$ cat src/rtl/load_use_scoreboard_pkg.sv
// Shared definitions for the load-use scoreboard: issue-kind encodings,
// shadow-pipeline entry layout and the register-address width.
package load_use_scoreboard_pkg;

  localparam int REG_ADDR_W  = 5;
  localparam int NUM_ENTRIES = 3;
  localparam int IDX_EX      = 0;
  localparam int IDX_EX2MEM  = 1;
  localparam int IDX_MEM2WB  = 2;

  typedef enum logic [1:0] {
    KIND_ALU    = 2'b00,
    KIND_LOAD   = 2'b01,
    KIND_MULDIV = 2'b10
  } issue_kind_e;

  typedef struct packed {
    logic                  valid;
    logic [REG_ADDR_W-1:0] rd;
    issue_kind_e           kind;
    logic                  ready;
  } sb_entry_t;

  localparam int ENTRY_W = $bits(sb_entry_t);

  localparam sb_entry_t ENTRY_INVALID = '{
    valid: 1'b0,
    rd:    {REG_ADDR_W{1'b0}},
    kind:  KIND_ALU,
    ready: 1'b0
  };

  // The reserved encoding folds into ALU; only ALU results are forwardable at once.
  function automatic sb_entry_t make_entry(input logic                  valid,
                                           input logic [REG_ADDR_W-1:0] rd,
                                           input logic [1:0]            raw_kind);
    sb_entry_t e;
    e.valid = valid;
    e.rd    = rd;
    case (raw_kind)
      2'b01:   e.kind = KIND_LOAD;
      2'b10:   e.kind = KIND_MULDIV;
      default: e.kind = KIND_ALU;
    endcase
    e.ready = (e.kind == KIND_ALU);
    return e;
  endfunction

endpackage

$ cat src/rtl/load_use_scoreboard_if.sv
// Decode-side issue/operand signals seen by the scoreboard, plus its stall
// and performance-count outputs.
interface load_use_scoreboard_if #(
  parameter int XLEN_CNT = 32
);
  import load_use_scoreboard_pkg::*;

  logic                  AdvanceIn;
  logic                  IssueValidIn;
  logic [REG_ADDR_W-1:0] IssueRdAddrIn;
  logic                  IssueRdWriteEnableIn;
  logic [1:0]            IssueKindIn;
  logic [REG_ADDR_W-1:0] Rs1AddrIdIn;
  logic [REG_ADDR_W-1:0] Rs2AddrIdIn;
  logic                  Rs1UsedIn;
  logic                  Rs2UsedIn;
  logic                  FlushIn;
  logic                  MulDivDoneIn;
  logic                  StallOut;
  logic [XLEN_CNT-1:0]   StallCycleCountOut;

  modport master (
    output AdvanceIn, IssueValidIn, IssueRdAddrIn, IssueRdWriteEnableIn, IssueKindIn,
           Rs1AddrIdIn, Rs2AddrIdIn, Rs1UsedIn, Rs2UsedIn, FlushIn, MulDivDoneIn,
    input  StallOut, StallCycleCountOut
  );

  modport slave (
    input  AdvanceIn, IssueValidIn, IssueRdAddrIn, IssueRdWriteEnableIn, IssueKindIn,
           Rs1AddrIdIn, Rs2AddrIdIn, Rs1UsedIn, Rs2UsedIn, FlushIn, MulDivDoneIn,
    output StallOut, StallCycleCountOut
  );

endinterface

$ cat src/rtl/load_use_scoreboard_match.sv
// Per-source hazard check: consults only the youngest in-flight producer of
// the source register, mirroring the forwarding unit's priority.
module scoreboard_match
  import load_use_scoreboard_pkg::*;
(
  input  logic [REG_ADDR_W-1:0]        src_addr_i,
  input  logic                         src_used_i,
  input  sb_entry_t [NUM_ENTRIES-1:0]  entries_i,
  output logic                         blocked_o
);

  logic producer_ready_s;

  // Youngest matching entry decides; no match means the regfile value is good.
  always_comb begin
    producer_ready_s = 1'b1;
    if (entries_i[IDX_EX].valid && (entries_i[IDX_EX].rd == src_addr_i)) begin
      producer_ready_s = entries_i[IDX_EX].ready;
    end else if (entries_i[IDX_EX2MEM].valid && (entries_i[IDX_EX2MEM].rd == src_addr_i)) begin
      producer_ready_s = entries_i[IDX_EX2MEM].ready;
    end else if (entries_i[IDX_MEM2WB].valid && (entries_i[IDX_MEM2WB].rd == src_addr_i)) begin
      producer_ready_s = entries_i[IDX_MEM2WB].ready;
    end else begin
      producer_ready_s = 1'b1;
    end
  end

  assign blocked_o = src_used_i & (src_addr_i != {REG_ADDR_W{1'b0}}) & ~producer_ready_s;

endmodule

$ cat src/rtl/load_use_scoreboard.sv
// Shadow pipeline of in-flight destinations (Ex, Ex2Mem, Mem2Wb) that holds
// decode while a source's producer is not yet forwardable; counts stall cycles.
module load_use_scoreboard
  import load_use_scoreboard_pkg::*;
#(
  parameter int XLEN_CNT = 32,
  parameter int NUM_REGS = 32
) (
  input  logic                    clk,
  input  logic                    rst_n,
  load_use_scoreboard_if.slave    sb
);

  localparam logic [NUM_REGS-1:0] TRACKED_MASK = {{(NUM_REGS-1){1'b1}}, 1'b0};
  localparam logic [XLEN_CNT-1:0] CNT_MAX      = {XLEN_CNT{1'b1}};

  sb_entry_t [NUM_ENTRIES-1:0] ent_q, ent_d;
  logic [XLEN_CNT-1:0]         cnt_q, cnt_d;

  sb_entry_t ex_upd_s;
  sb_entry_t mem2wb_in_s;
  sb_entry_t new_entry_s;
  logic      blk_rs1_s;
  logic      blk_rs2_s;
  logic      stall_s;
  logic      create_s;

  scoreboard_match u_match_rs1 (
    .src_addr_i (sb.Rs1AddrIdIn),
    .src_used_i (sb.Rs1UsedIn),
    .entries_i  (ent_q),
    .blocked_o  (blk_rs1_s)
  );

  scoreboard_match u_match_rs2 (
    .src_addr_i (sb.Rs2AddrIdIn),
    .src_used_i (sb.Rs2UsedIn),
    .entries_i  (ent_q),
    .blocked_o  (blk_rs2_s)
  );

  assign stall_s  = sb.IssueValidIn & (blk_rs1_s | blk_rs2_s);
  assign create_s = sb.IssueValidIn & sb.IssueRdWriteEnableIn & TRACKED_MASK[sb.IssueRdAddrIn]
                  & ~stall_s & ~sb.FlushIn;

  // Shadow-pipeline next state; ready bits update whether or not the pipe advances.
  always_comb begin
    ent_d       = ent_q;
    ex_upd_s    = ent_q[IDX_EX];
    ex_upd_s.ready = ent_q[IDX_EX].ready
                   | ((ent_q[IDX_EX].kind == KIND_MULDIV) & sb.MulDivDoneIn);
    mem2wb_in_s = ent_q[IDX_EX2MEM];
    mem2wb_in_s.ready = ent_q[IDX_EX2MEM].ready | (ent_q[IDX_EX2MEM].kind == KIND_LOAD);
    new_entry_s = make_entry(create_s, sb.IssueRdAddrIn, sb.IssueKindIn);
    if (sb.AdvanceIn) begin
      ent_d[IDX_MEM2WB] = mem2wb_in_s;
      ent_d[IDX_EX2MEM] = ex_upd_s;
      ent_d[IDX_EX]     = new_entry_s;
    end else begin
      ent_d[IDX_EX]     = ex_upd_s;
    end
  end

  // Saturating stall counter; a held pipe does not count as a lost issue slot.
  always_comb begin
    cnt_d = cnt_q;
    if (stall_s && sb.AdvanceIn && (cnt_q != CNT_MAX)) begin
      cnt_d = cnt_q + XLEN_CNT'(1);
    end else begin
      cnt_d = cnt_q;
    end
  end

  // State registers.
  always_ff @(posedge clk or negedge rst_n) begin
    if (!rst_n) begin
      ent_q <= {NUM_ENTRIES{ENTRY_INVALID}};
      cnt_q <= {XLEN_CNT{1'b0}};
    end else begin
      ent_q <= ent_d;
      cnt_q <= cnt_d;
    end
  end

  assign sb.StallOut           = stall_s;
  assign sb.StallCycleCountOut = cnt_q;

endmodule

$ cat src/flat_wrapper.sv
// flat-port wrapper written by rule: the top's interface ports become plain ports
module load_use_scoreboard_flat import load_use_scoreboard_pkg::*;
#(
  parameter int XLEN_CNT = 32,
  parameter int NUM_REGS = 32
)
  (clk, rst_n, sb_AdvanceIn, sb_IssueValidIn, sb_IssueRdAddrIn, sb_IssueRdWriteEnableIn, sb_IssueKindIn, sb_Rs1AddrIdIn, sb_Rs2AddrIdIn, sb_Rs1UsedIn, sb_Rs2UsedIn, sb_FlushIn, sb_MulDivDoneIn, sb_StallOut, sb_StallCycleCountOut);
  load_use_scoreboard_if #(.XLEN_CNT(XLEN_CNT)) sb_i ();
  input  logic clk;
  input  logic rst_n;
  input wire logic [$bits(sb_i.AdvanceIn)-1:0] sb_AdvanceIn;
  input wire logic [$bits(sb_i.IssueValidIn)-1:0] sb_IssueValidIn;
  input wire logic [$bits(sb_i.IssueRdAddrIn)-1:0] sb_IssueRdAddrIn;
  input wire logic [$bits(sb_i.IssueRdWriteEnableIn)-1:0] sb_IssueRdWriteEnableIn;
  input wire logic [$bits(sb_i.IssueKindIn)-1:0] sb_IssueKindIn;
  input wire logic [$bits(sb_i.Rs1AddrIdIn)-1:0] sb_Rs1AddrIdIn;
  input wire logic [$bits(sb_i.Rs2AddrIdIn)-1:0] sb_Rs2AddrIdIn;
  input wire logic [$bits(sb_i.Rs1UsedIn)-1:0] sb_Rs1UsedIn;
  input wire logic [$bits(sb_i.Rs2UsedIn)-1:0] sb_Rs2UsedIn;
  input wire logic [$bits(sb_i.FlushIn)-1:0] sb_FlushIn;
  input wire logic [$bits(sb_i.MulDivDoneIn)-1:0] sb_MulDivDoneIn;
  output wire logic [$bits(sb_i.StallOut)-1:0] sb_StallOut;
  output wire logic [$bits(sb_i.StallCycleCountOut)-1:0] sb_StallCycleCountOut;
  assign sb_i.AdvanceIn = sb_AdvanceIn;
  assign sb_i.IssueValidIn = sb_IssueValidIn;
  assign sb_i.IssueRdAddrIn = sb_IssueRdAddrIn;
  assign sb_i.IssueRdWriteEnableIn = sb_IssueRdWriteEnableIn;
  assign sb_i.IssueKindIn = sb_IssueKindIn;
  assign sb_i.Rs1AddrIdIn = sb_Rs1AddrIdIn;
  assign sb_i.Rs2AddrIdIn = sb_Rs2AddrIdIn;
  assign sb_i.Rs1UsedIn = sb_Rs1UsedIn;
  assign sb_i.Rs2UsedIn = sb_Rs2UsedIn;
  assign sb_i.FlushIn = sb_FlushIn;
  assign sb_i.MulDivDoneIn = sb_MulDivDoneIn;
  assign sb_StallOut = sb_i.StallOut;
  assign sb_StallCycleCountOut = sb_i.StallCycleCountOut;
  load_use_scoreboard #(.XLEN_CNT(XLEN_CNT), .NUM_REGS(NUM_REGS)) u_core (.clk(clk), .rst_n(rst_n), .sb(sb_i));
endmodule
$ cat config.mk
export PLATFORM = sky130hd
export DESIGN_NAME = load_use_scoreboard_flat
export DESIGN_NICKNAME = d
export VERILOG_FILES = /design/src/rtl/load_use_scoreboard_pkg.sv /design/src/rtl/load_use_scoreboard_if.sv /design/src/rtl/load_use_scoreboard_match.sv /design/src/rtl/load_use_scoreboard.sv /design/src/flat_wrapper.sv
export SDC_FILE = /design/constraint.sdc
export NUM_CORES = 1
export LEC_CHECK = 0
export ABC_AREA = 1
export CAP_MARGIN = 20
export CORE_AREA = 2 2 109 111
export DETAILED_ROUTE_END_ITERATION = 10
export DIE_AREA = 0 0 111 113
export SYNTH_ARGS = -nofsm -noshare
export SYNTH_HDL_FRONTEND = slang
export SYNTH_SLANG_ARGS = --single-unit
$ cat constraint.sdc
create_clock -name clk -period 2.1 [get_ports clk]
set_input_delay 0.42 -clock clk [delete_from_list [all_inputs] [get_ports clk]]
set_output_delay 0.42 -clock clk [all_outputs]
set_load 0.01 [all_outputs]
==> results of run 1 <==
[layer usage]
layer	global-route usage, %	routed length, um	vias to the layer above
met5	0	0	-
met4	7.417	320	0
met3	4.392	483	27
met2	31.86	5544	95
met1	22.49	4906	1825
li1	-	-	1966
[registers in the layout (all words and copies together) (netlist names)]
name,cells
u_core.ent_q,25
u_core.sb.StallCycleCountOut,32
[power by group through the flow]
stage	clock network (W)	registers, W	logic (W)
3_5_place_dp	0	0.00123	0.000400
3_3_place_gp	0	0.00123	0.000400
5_1_grt	0.00155	0.00122	0.000525
2_1_floorplan	0	0.00122	0.000200
6_report	0.00147	0.00121	0.000469
4_1_cts	0.00150	0.00121	0.000440
[kinds of logic after synthesis]
| logic type | after synthesis |
|---|---|
| adders and majority gates | 3 |
| DFF | 57 |
| buffers and inverters | 75 |
| AOI/OAI and AO/OA | 34 |
| xor gates and xnor gates | 23 |
| and+or+nand+nor | 367 |
[cell usage after synthesis, types with 2 or more instances]
cell | n | area share, %
sky130_fd_sc_hd__nand2_1 | 221 | 22
sky130_fd_sc_hd__dfrtp_1 | 57 | 37
sky130_fd_sc_hd__nor2_1 | 56 | 5.5
sky130_fd_sc_hd__inv_1 | 51 | 5.0
sky130_fd_sc_hd__nand3_1 | 25 | 3.3
sky130_fd_sc_hd__o21ai_0 | 23 | 3.0
sky130_fd_sc_hd__nand4_1 | 21 | 3.4
sky130_fd_sc_hd__xor2_1 | 12 | 2.8
sky130_fd_sc_hd__inv_2 | 11 | 1.1
sky130_fd_sc_hd__nand2_2 | 11 | 1.8
sky130_fd_sc_hd__nor3_1 | 11 | 1.4
sky130_fd_sc_hd__xnor2_1 | 11 | 2.5
sky130_fd_sc_hd__clkbuf_1 | 5 | 0.49
sky130_fd_sc_hd__nor4_1 | 5 | 0.82
sky130_fd_sc_hd__a21oi_1 | 4 | 0.53
sky130_fd_sc_hd__o21ai_1 | 4 | 0.53
sky130_fd_sc_hd__ha_1 | 3 | 0.99
sky130_fd_sc_hd__nor2_2 | 3 | 0.49
sky130_fd_sc_hd__a31oi_1 | 2 | 0.33
sky130_fd_sc_hd__buf_4 | 2 | 0.39
sky130_fd_sc_hd__buf_6 | 2 | 0.59
sky130_fd_sc_hd__nand2_4 | 2 | 0.59
sky130_fd_sc_hd__nand3_4 | 2 | 0.92
sky130_fd_sc_hd__nor2_8 | 2 | 1.1
sky130_fd_sc_hd__nor4_2 | 2 | 0.66
[final cells by class]
type                            instances  area [sq um]
Clock buffer                           11         242.7
Clock inverter                          5         55.05
Fill cell                            1141          6052
Inverter                               63         236.5
Multi-Input combinational cell        427          2120
Sequential cell                        57          1430
Tap cell                              143         178.9
Timing Repair Buffer                  102         957.2
[worst max path at each step]
| stage | startpoint | to | slack (ps) | cells past startpoint |
|---|---|---|---|---|
| after floorplan | sb_Rs1AddrIdIn[4] | sb_StallOut | 370 | 11 |
| after global placement | sb_Rs1AddrIdIn[1] | sb_StallOut | -750 | 14 |
| after detailed placement | sb_Rs1AddrIdIn[1] | sb_StallOut | -760 | 14 |
| after CTS | u_core.ent_q[15] | sb_StallOut | -30 | 13 |
| after global routing | sb_Rs2AddrIdIn[3] | sb_StallOut | -200 | 13 |
| final | sb_Rs1AddrIdIn[0] | sb_StallOut | -20 | 12 |
[timing repair]
item / CTS / global route
setup endpoints to repair: 25 / 30
cloned: 0 / 0
pin swaps: 7 / 9
gates resized for setup: 28 / 21
buffers inserted: 13 / 7
[through the flow]
step | instance area [sq um] | setup WS (ps) | util, % | hold slack (ps)
floorplan | 3809 | 366.5 | - | 124.4
finish | 5220 | -20.35 | 46.31 | 84.24
CTS | 5140 | -32.49 | 45.60 | 103.7
detailed placement | 4728 | -756.3 | 41.95 | 445.9
global placement | 4728 | -751.7 | 41.95 | 452.3
global route | 5220 | -200.0 | 46.31 | 126.8
==> impl_summary.log, run 1 <==
[metrics] achievable clock frequency: 471.6 MHz
[metrics] Cell Area, Synth: 0.003809 sq mm
[metrics] wire length of the first global-routing pass: 18920 um
[metrics] Crit. End Element: output port
[metrics] deepest clock path buffer count: 2
[metrics] share of the synthesized area in compound gates (AO/OA/AOI/OAI): 4.599%
[metrics] core region area: 0.01127 sq mm
[metrics] sequential area share after synthesis: 37.45%
[metrics] CTS Hold Bufs: 0
[metrics] number of vias per cell: 4.843
[metrics] most common library cell in the layout ignoring fill and taps: sky130_fd_sc_hd__nand2_1
[metrics] TNS Setup: -20.35 ps
[metrics] part of the power in combinational logic: 14.9%
[metrics] area delta synth->final: 37.06%
[metrics] height of the die: 113 um
[metrics] count of unresolved DRC violations after routing: 0
[metrics] Max-Slew Margin vs Limit: 68.17%
[metrics] start-to-end type of the worst setup path: in -> out
[metrics] number of nets in the final layout: 689
[metrics] share of layout cells above drive strength 1: 19.10%
[metrics] DRC violation total after the first TritonRoute iteration: 183
[metrics] area of the die: 0.01254 sq mm
[metrics] initial antenna violation count: 0
[metrics] switching power share of the total: 26.47%
[metrics] number of detailed-routing iterations run before antenna repair: 4
[metrics] IO Count: 59
[metrics] Synth Warn #: 0
[metrics] share of the clock period used by the worst path after layout: 101.0%
[metrics] Req. time, crit path: 1680 ps
[metrics] initial core utilization: 33.79%
[metrics] root buffer selected by CTS: sky130_fd_sc_hd__clkbuf_16
[metrics] most prevalent standard cell on the critical path: sky130_fd_sc_hd__nand2_1
[metrics] Critical Path AT: 1700 ps
[metrics] async set-or-reset flop fraction in the synthesized netlist: 100.0%
[metrics] cells along the critical path: dlygate4sd2_1 -> nor2_1 -> nor2_2 -> nand3_1 -> nand2_1 -> nand2_1 -> nand2_1 -> nand2_2 -> nand2_4 -> nand2_4 -> inv_2 -> buf_6
[metrics] leakage power of the design: 2.506 nW
[metrics] clock tree from TritonCTS: done
[metrics] Buf/Inv on CP: 3
[metrics] clk slew on worst S/H paths: 50 ps
[metrics] via count of the first global-routing pass: 3986
[metrics] maximum number of pins on one net before global-route repair: 58
[metrics] basic-gate share of the synthesized area counting and, or, nand and nor cells: 43.36%
[metrics] status: finished with violations
[metrics] nets in the synthesized netlist: 588
[metrics] most used flip-flop cell after synthesis: sky130_fd_sc_hd__dfrtp_1
[metrics] clock network fraction of design power: 46.6%
[metrics] parity-gate share of the synthesized area counting xor and xnor cells: 5.289%
[metrics] R2R Path End: u_core.sb.StallCycleCountOut[31]
[metrics] post-route antenna net violation count: 0
[metrics] setup repair after global routing missed its margin: yes
[metrics] CP startpoint kind: input port
[metrics] worst clock skew: 8.217 ps
[metrics] mux share of post-synthesis cell area: 0%
[metrics] cell depth of the worst flop-to-flop path: 16
[metrics] flop2flop setup slack: 120 ps
[metrics] clock sink count: 57
[metrics] total wire length after detailed routing: 11250 um
[metrics] Power Internal: 0.002315 W
[metrics] pin slew with the least headroom to its limit: 473.1 ps
[metrics] net switching component of the power: 0.0008335 W
[metrics] Hold Vio Cnt, Final: 0
[metrics] largest family of logic cells by synthesized area: simple AND/OR/NAND/NOR gates
[metrics] worst r2r src: u_core.ent_q[13]
[metrics] wire per inst: 13.93 um
[metrics] die boundary width: 111 um
[metrics] Ant. Diodes: 0
[metrics] average footprint of a synthesized cell: 6.813 sq um
[metrics] CP Max Fanout: 7
[metrics] power density cells: 603.2 mW/mm^2
[metrics] total setup violations reported at the end of the flow: 1
[metrics] final critical delay including setup and external delays: 2120 ps
[metrics] via count: 3913
[metrics] GPL Wtd Cong: 0.9331
[metrics] # placed instances: 774
[metrics] Congestion Overflow GR: 0
[metrics] failing checks: negative setup slack
[metrics] number of violations of the max-capacitance limit: 0
[metrics] number of standard cells after synthesis: 559
[metrics] fin worst setup slack: -20.35 ps
[metrics] estimated wirelength of the detail-placed design: 8200 um
[metrics] total power: 0.003149 W
[metrics] quantity of I/O buffers inserted on ports: 58
[metrics] number of synthesized register bits: 57
[metrics] Seq pwr share: 38.6%
[metrics] Unique masters post-synth: 36
[metrics] kind of cell adding the most delay to the critical path: simple AND/OR/NAND/NOR gates
[metrics] commonest cells after routing, fill and taps aside: 219 x sky130_fd_sc_hd__nand2_1, 54 x sky130_fd_sc_hd__dfrtp_1, 48 x sky130_fd_sc_hd__nor2_1
[metrics] Post-synth EDFFs: 0
[metrics] max-slew violation count: 0
[metrics] fin cells: 808
[metrics] number of buffers added by the clock tree synthesis step: 9
[metrics] clock insertion delay at the later pin of the skew report: 320 ps
[metrics] critical path's largest stage delay: 380 ps
[metrics] Worst path slowest cell: sky130_fd_sc_hd__dlygate4sd2_1
[metrics] total global routing track utilization: 18.52%
[metrics] worst-case vdd ir drop: 0.4033 mV
[metrics] Hold Crit Class: in -> async
[metrics] adder and majority gate portion of the synthesized area: 0.9855%
[metrics] htree depth: 3
[metrics] Row Count: 39
Note: power is estimated with default switching activity, not from simulation.
==> inputs of run 2 (changes only) <==
Settings changed: CORE_AREA 2 2 109 111 to 2 2 112 114, DIE_AREA 0 0 111 113 to 0 0 114 116, SYNTH_HIERARCHICAL set to 1.
==> run 2 against run 1 <==
The flow still finishes with violations (negative setup slack). Worst hold slack worse by 82 ps. Clock power up 5%. Non-clock buffer count is 4 lower. Sequential power about the same. Core utilization decreased by 0.16 points. Area after synthesis is 2.6% higher. Cell area grew 5.3%. Final cell count grew 9.0%. Clock skew rose by 5.9 ps. Count of clock-buffer cells in the layout up 2. Routed wire length is 6.7% higher. First-iteration DRC count down 30%.
==> impl_summary.log, run 2 <==
[metrics] number of vias per cell: 4.695 (-3.1%)
[metrics] share of layout cells above drive strength 1: 18.80% (-0.30 points)
[metrics] root buffer selected by CTS: sky130_fd_sc_hd__clkbuf_16
[metrics] fin cells: 881 (+9.0%)
[metrics] CP startpoint kind: flop
[metrics] start-to-end type of the worst setup path: reg -> out
[metrics] Congestion Overflow GR: 0 (unchanged)
[metrics] Synth Warn #: 6 (+6)
[metrics] deepest clock path buffer count: 2 (unchanged)
[metrics] clk slew on worst S/H paths: 50 ps (about the same)
[metrics] wire length of the first global-routing pass: 18990 um (+0.36%)
[metrics] Cell Area, Synth: 0.003909 sq mm (+2.6%)
[metrics] total setup violations reported at the end of the flow: 4 (+3)
[metrics] IO Count: 59 (unchanged)
[metrics] wire per inst: 13.63 um (-2.2%)
[metrics] cells along the critical path: inv_1 -> nand2_1 -> nand2_1 -> nor2_1 -> nand3_2 -> o21bai_1 -> a21oi_2 -> buf_4 -> nor2_2 -> nor2_1 -> buf_2
[metrics] average footprint of a synthesized cell: 6.204 sq um (-8.9%)
[metrics] switching power share of the total: 25.50% (-0.97 points)
[metrics] power density cells: 581.2 mW/mm^2 (-3.7%)
[metrics] pre-CTS setup slack: -738.0 ps (+18.24 ps)
[metrics] total wire length after detailed routing: 12010 um (+6.7%)
[metrics] fin worst setup slack: -59.61 ps (-39.26 ps)
[metrics] quantity of I/O buffers inserted on ports: 58 (unchanged)
[metrics] number of nets in the final layout: 759 (+10%)
[metrics] setup repair after global routing missed its margin: yes
[metrics] worst clock skew: 14.09 ps (+5.877 ps)
[metrics] DRC violation total after the first TritonRoute iteration: 128 (-30%)
[metrics] area of placed instances: 0.004886 sq mm (+3.3%)
[metrics] part of the power in combinational logic: 12.8% (-2.1 points)
[metrics] count of unresolved DRC violations after routing: 0 (unchanged)
[metrics] die boundary width: 114 um (+2.7%)
[metrics] clock insertion delay at the later pin of the skew report: 340 ps (+20 ps)
[metrics] net switching component of the power: 0.0008146 W (-2.3%)
[metrics] R2R Path End: u_core/sb.StallCycleCountOut[20]
[metrics] number of detailed-routing iterations run before antenna repair: 5 (+1)
[metrics] pin slew with the least headroom to its limit: 452.6 ps (-20.48 ps)
[metrics] clock sink count: 57 (unchanged)
[metrics] achievable clock frequency: 463.0 MHz (-1.8%)
[metrics] via count: 4136 (+5.7%)
[metrics] core region area: 0.01191 sq mm (+5.7%)
[metrics] Crit. End Element: output port
[metrics] nets in the synthesized netlist: 659 (+12%)
[metrics] max-slew violation count: 0 (unchanged)
[metrics] Hold Vio Cnt, Final: 0 (unchanged)
[metrics] initial antenna violation count: 0 (unchanged)
[metrics] number of violations of the max-capacitance limit: 0 (unchanged)
[metrics] number of flip-flops under the largest register name: 32 (unchanged)
[metrics] total power: 0.003194 W (+1.4%)
[metrics] Req. time, crit path: 1680 ps (about the same)
[metrics] Hold Crit Class: in -> async
[metrics] Critical Path AT: 1740 ps (+40 ps)
[metrics] critical path's largest stage delay: 410 ps (+30 ps)
[metrics] share of the clock period used by the worst path after layout: 102.8% (+1.9 points)
[metrics] # placed instances: 858 (+11%)
[metrics] Ant. Diodes: 0 (unchanged)
[metrics] post-route antenna net violation count: 0 (unchanged)
[metrics] flop2flop setup slack: -30 ps (-150 ps)
[metrics] Power Internal: 0.002380 W (+2.8%)
[metrics] GPL Wtd Cong: 0.9284 (-0.50%)
[metrics] status: finished with violations
[metrics] Worst path slowest cell: sky130_fd_sc_hd__dfrtp_2
[metrics] total global routing track utilization: 18.42% (-0.099 points)
[metrics] worst-case vdd ir drop: 0.3178 mV (-21%)
[metrics] final critical delay including setup and external delays: 2160 ps (+39.26 ps)
[metrics] htree depth: 3 (unchanged)
[metrics] Max-Slew Margin vs Limit: 69.43% (+1.3 points)
[metrics] estimated wirelength of the detail-placed design: 8954 um (+9.2%)
[metrics] height of the die: 116 um (+2.7%)
[metrics] via count of the first global-routing pass: 3969 (-0.43%)
[metrics] initial core utilization: 32.82% (-0.97 points)
[metrics] failing checks: negative setup slack
[metrics] maximum number of pins on one net before global-route repair: 31 (-47%)
[metrics] CP Max Fanout: 5 (-2)
[metrics] area delta synth->final: 40.62%
[metrics] clock tree from TritonCTS: done
[metrics] number of standard cells after synthesis: 630 (+13%)
[metrics] cell depth of the worst flop-to-flop path: 17 (+1)
[metrics] commonest cells after routing, fill and taps aside: 289 x sky130_fd_sc_hd__nand2_1, 69 x sky130_fd_sc_hd__inv_1, 64 x sky130_fd_sc_hd__nor2_1
[metrics] worst r2r src: u_core/ent_q[25]
[metrics] most common library cell in the layout ignoring fill and taps: sky130_fd_sc_hd__nand2_1
[metrics] clock network fraction of design power: 48.5% (+1.9 points)
[metrics] leakage power of the design: 2.626 nW (+4.8%)
[metrics] area of the die: 0.01322 sq mm (+5.4%)
[metrics] Seq pwr share: 38.8% (+0.2 points)
[metrics] Row Count: 40 (+2.6%)
[metrics] hold slack final: 1.972 ps (-82.26 ps)
[metrics] number of buffers added by the clock tree synthesis step: 9 (unchanged)
[metrics] Non-Filler Cell Area, Final: 0.005497 sq mm (+5.3%)
run 2: cell types whose count changed in the layout (fill, tap and decap cells not counted), sizes merged, moves of 10 or more:
cell   delta
inv      +17
nand2    +82
nand4    -16
nor2     +24
nor3     -10
o21ai    -16
run 2: worst max path at each step:
| stage | to | depth (start not counted) | startpoint | slack, ps |
|---|---|---|---|---|
| after global placement | sb_StallOut | 12 | sb_Rs2AddrIdIn[2] | -730 |
| final | sb_StallOut | 11 | u_core/ent_q[6] | -60 |
| after global routing | sb_StallOut | 12 | u_core/ent_q[26] | -260 |
| after CTS | sb_StallOut | 11 | u_core/ent_q[6] | -80 |
| after detailed placement | u_core/sb.StallCycleCountOut[17] | 18 | sb_Rs2AddrIdIn[4] | -740 |
| after floorplan | u_core/sb.StallCycleCountOut[3] | 16 | u_core/ent_q[15] | 180 |
run 2: power groups by stage:
stage	clock network [W]	logic, W	registers (W)
floorplan	0	0.000203	0.00123
global placement	0	0.000384	0.00125
detailed placement	0	0.000389	0.00126
CTS	0.00158	0.000399	0.00124
global route	0.00163	0.000467	0.00125
finish	0.00155	0.000408	0.00124
run 2: what timing repair did:
action	4_1_cts	5_1_grt
resized for setup	31	59
setup buffers	3	3
pin swaps	7	34
endpoints found under the setup margin	33	33
cloned	0	2
hold buffers	0	0
run 2: layout make-up:
cell class / count / area, sq um
fillers: 1243 / 6415
multi-input cells: 484 / 2301
flip-flops and latches: 57 / 1438
repair buffers: 98 / 945.9
inverters: 80 / 312.8
clock buffers: 13 / 280.3
well taps: 147 / 183.9
clock inverters: 2 / 35.03
run 2: layer usage:
| metal | track usage [%] | vias to the layer above | share of wire [%] |
|---|---|---|---|
| met5 | 0 | - | 0 |
| met4 | 6.667 | 0 | 2.4 |
| met3 | 4.393 | 23 | 4.2 |
| met2 | 32.18 | 107 | 49 |
| met1 | 22.17 | 1901 | 44 |
| li1 | - | 2105 | - |
run 2: per-stage QoR:
step | utilization, % | TNS, ps
floorplan | - | 0
global placement | 41.02 | -21330
detailed placement | 41.02 | -22280
CTS | 44.03 | -241.7
global route | 46.15 | -1910
finish | 46.15 | -162.6
run 2: worst max-delay path: cells and delay by family, from the launching register on:
| kind | cells | cell delay, ps |
|---|---|---|
| AND/OR/NAND/NOR | 6 | 460 |
| flip-flops | 1 | 410 |
| buffers and inverters | 3 | 310 |
| AO/OA/AOI/OAI | 2 | 230 |
==> inputs of run 3 (changes only) <==
Settings changed: CAP_MARGIN 20 to unset.
==> results of run 3 <==
No change in the layout: final DEF, timing and power equal those of run 2.
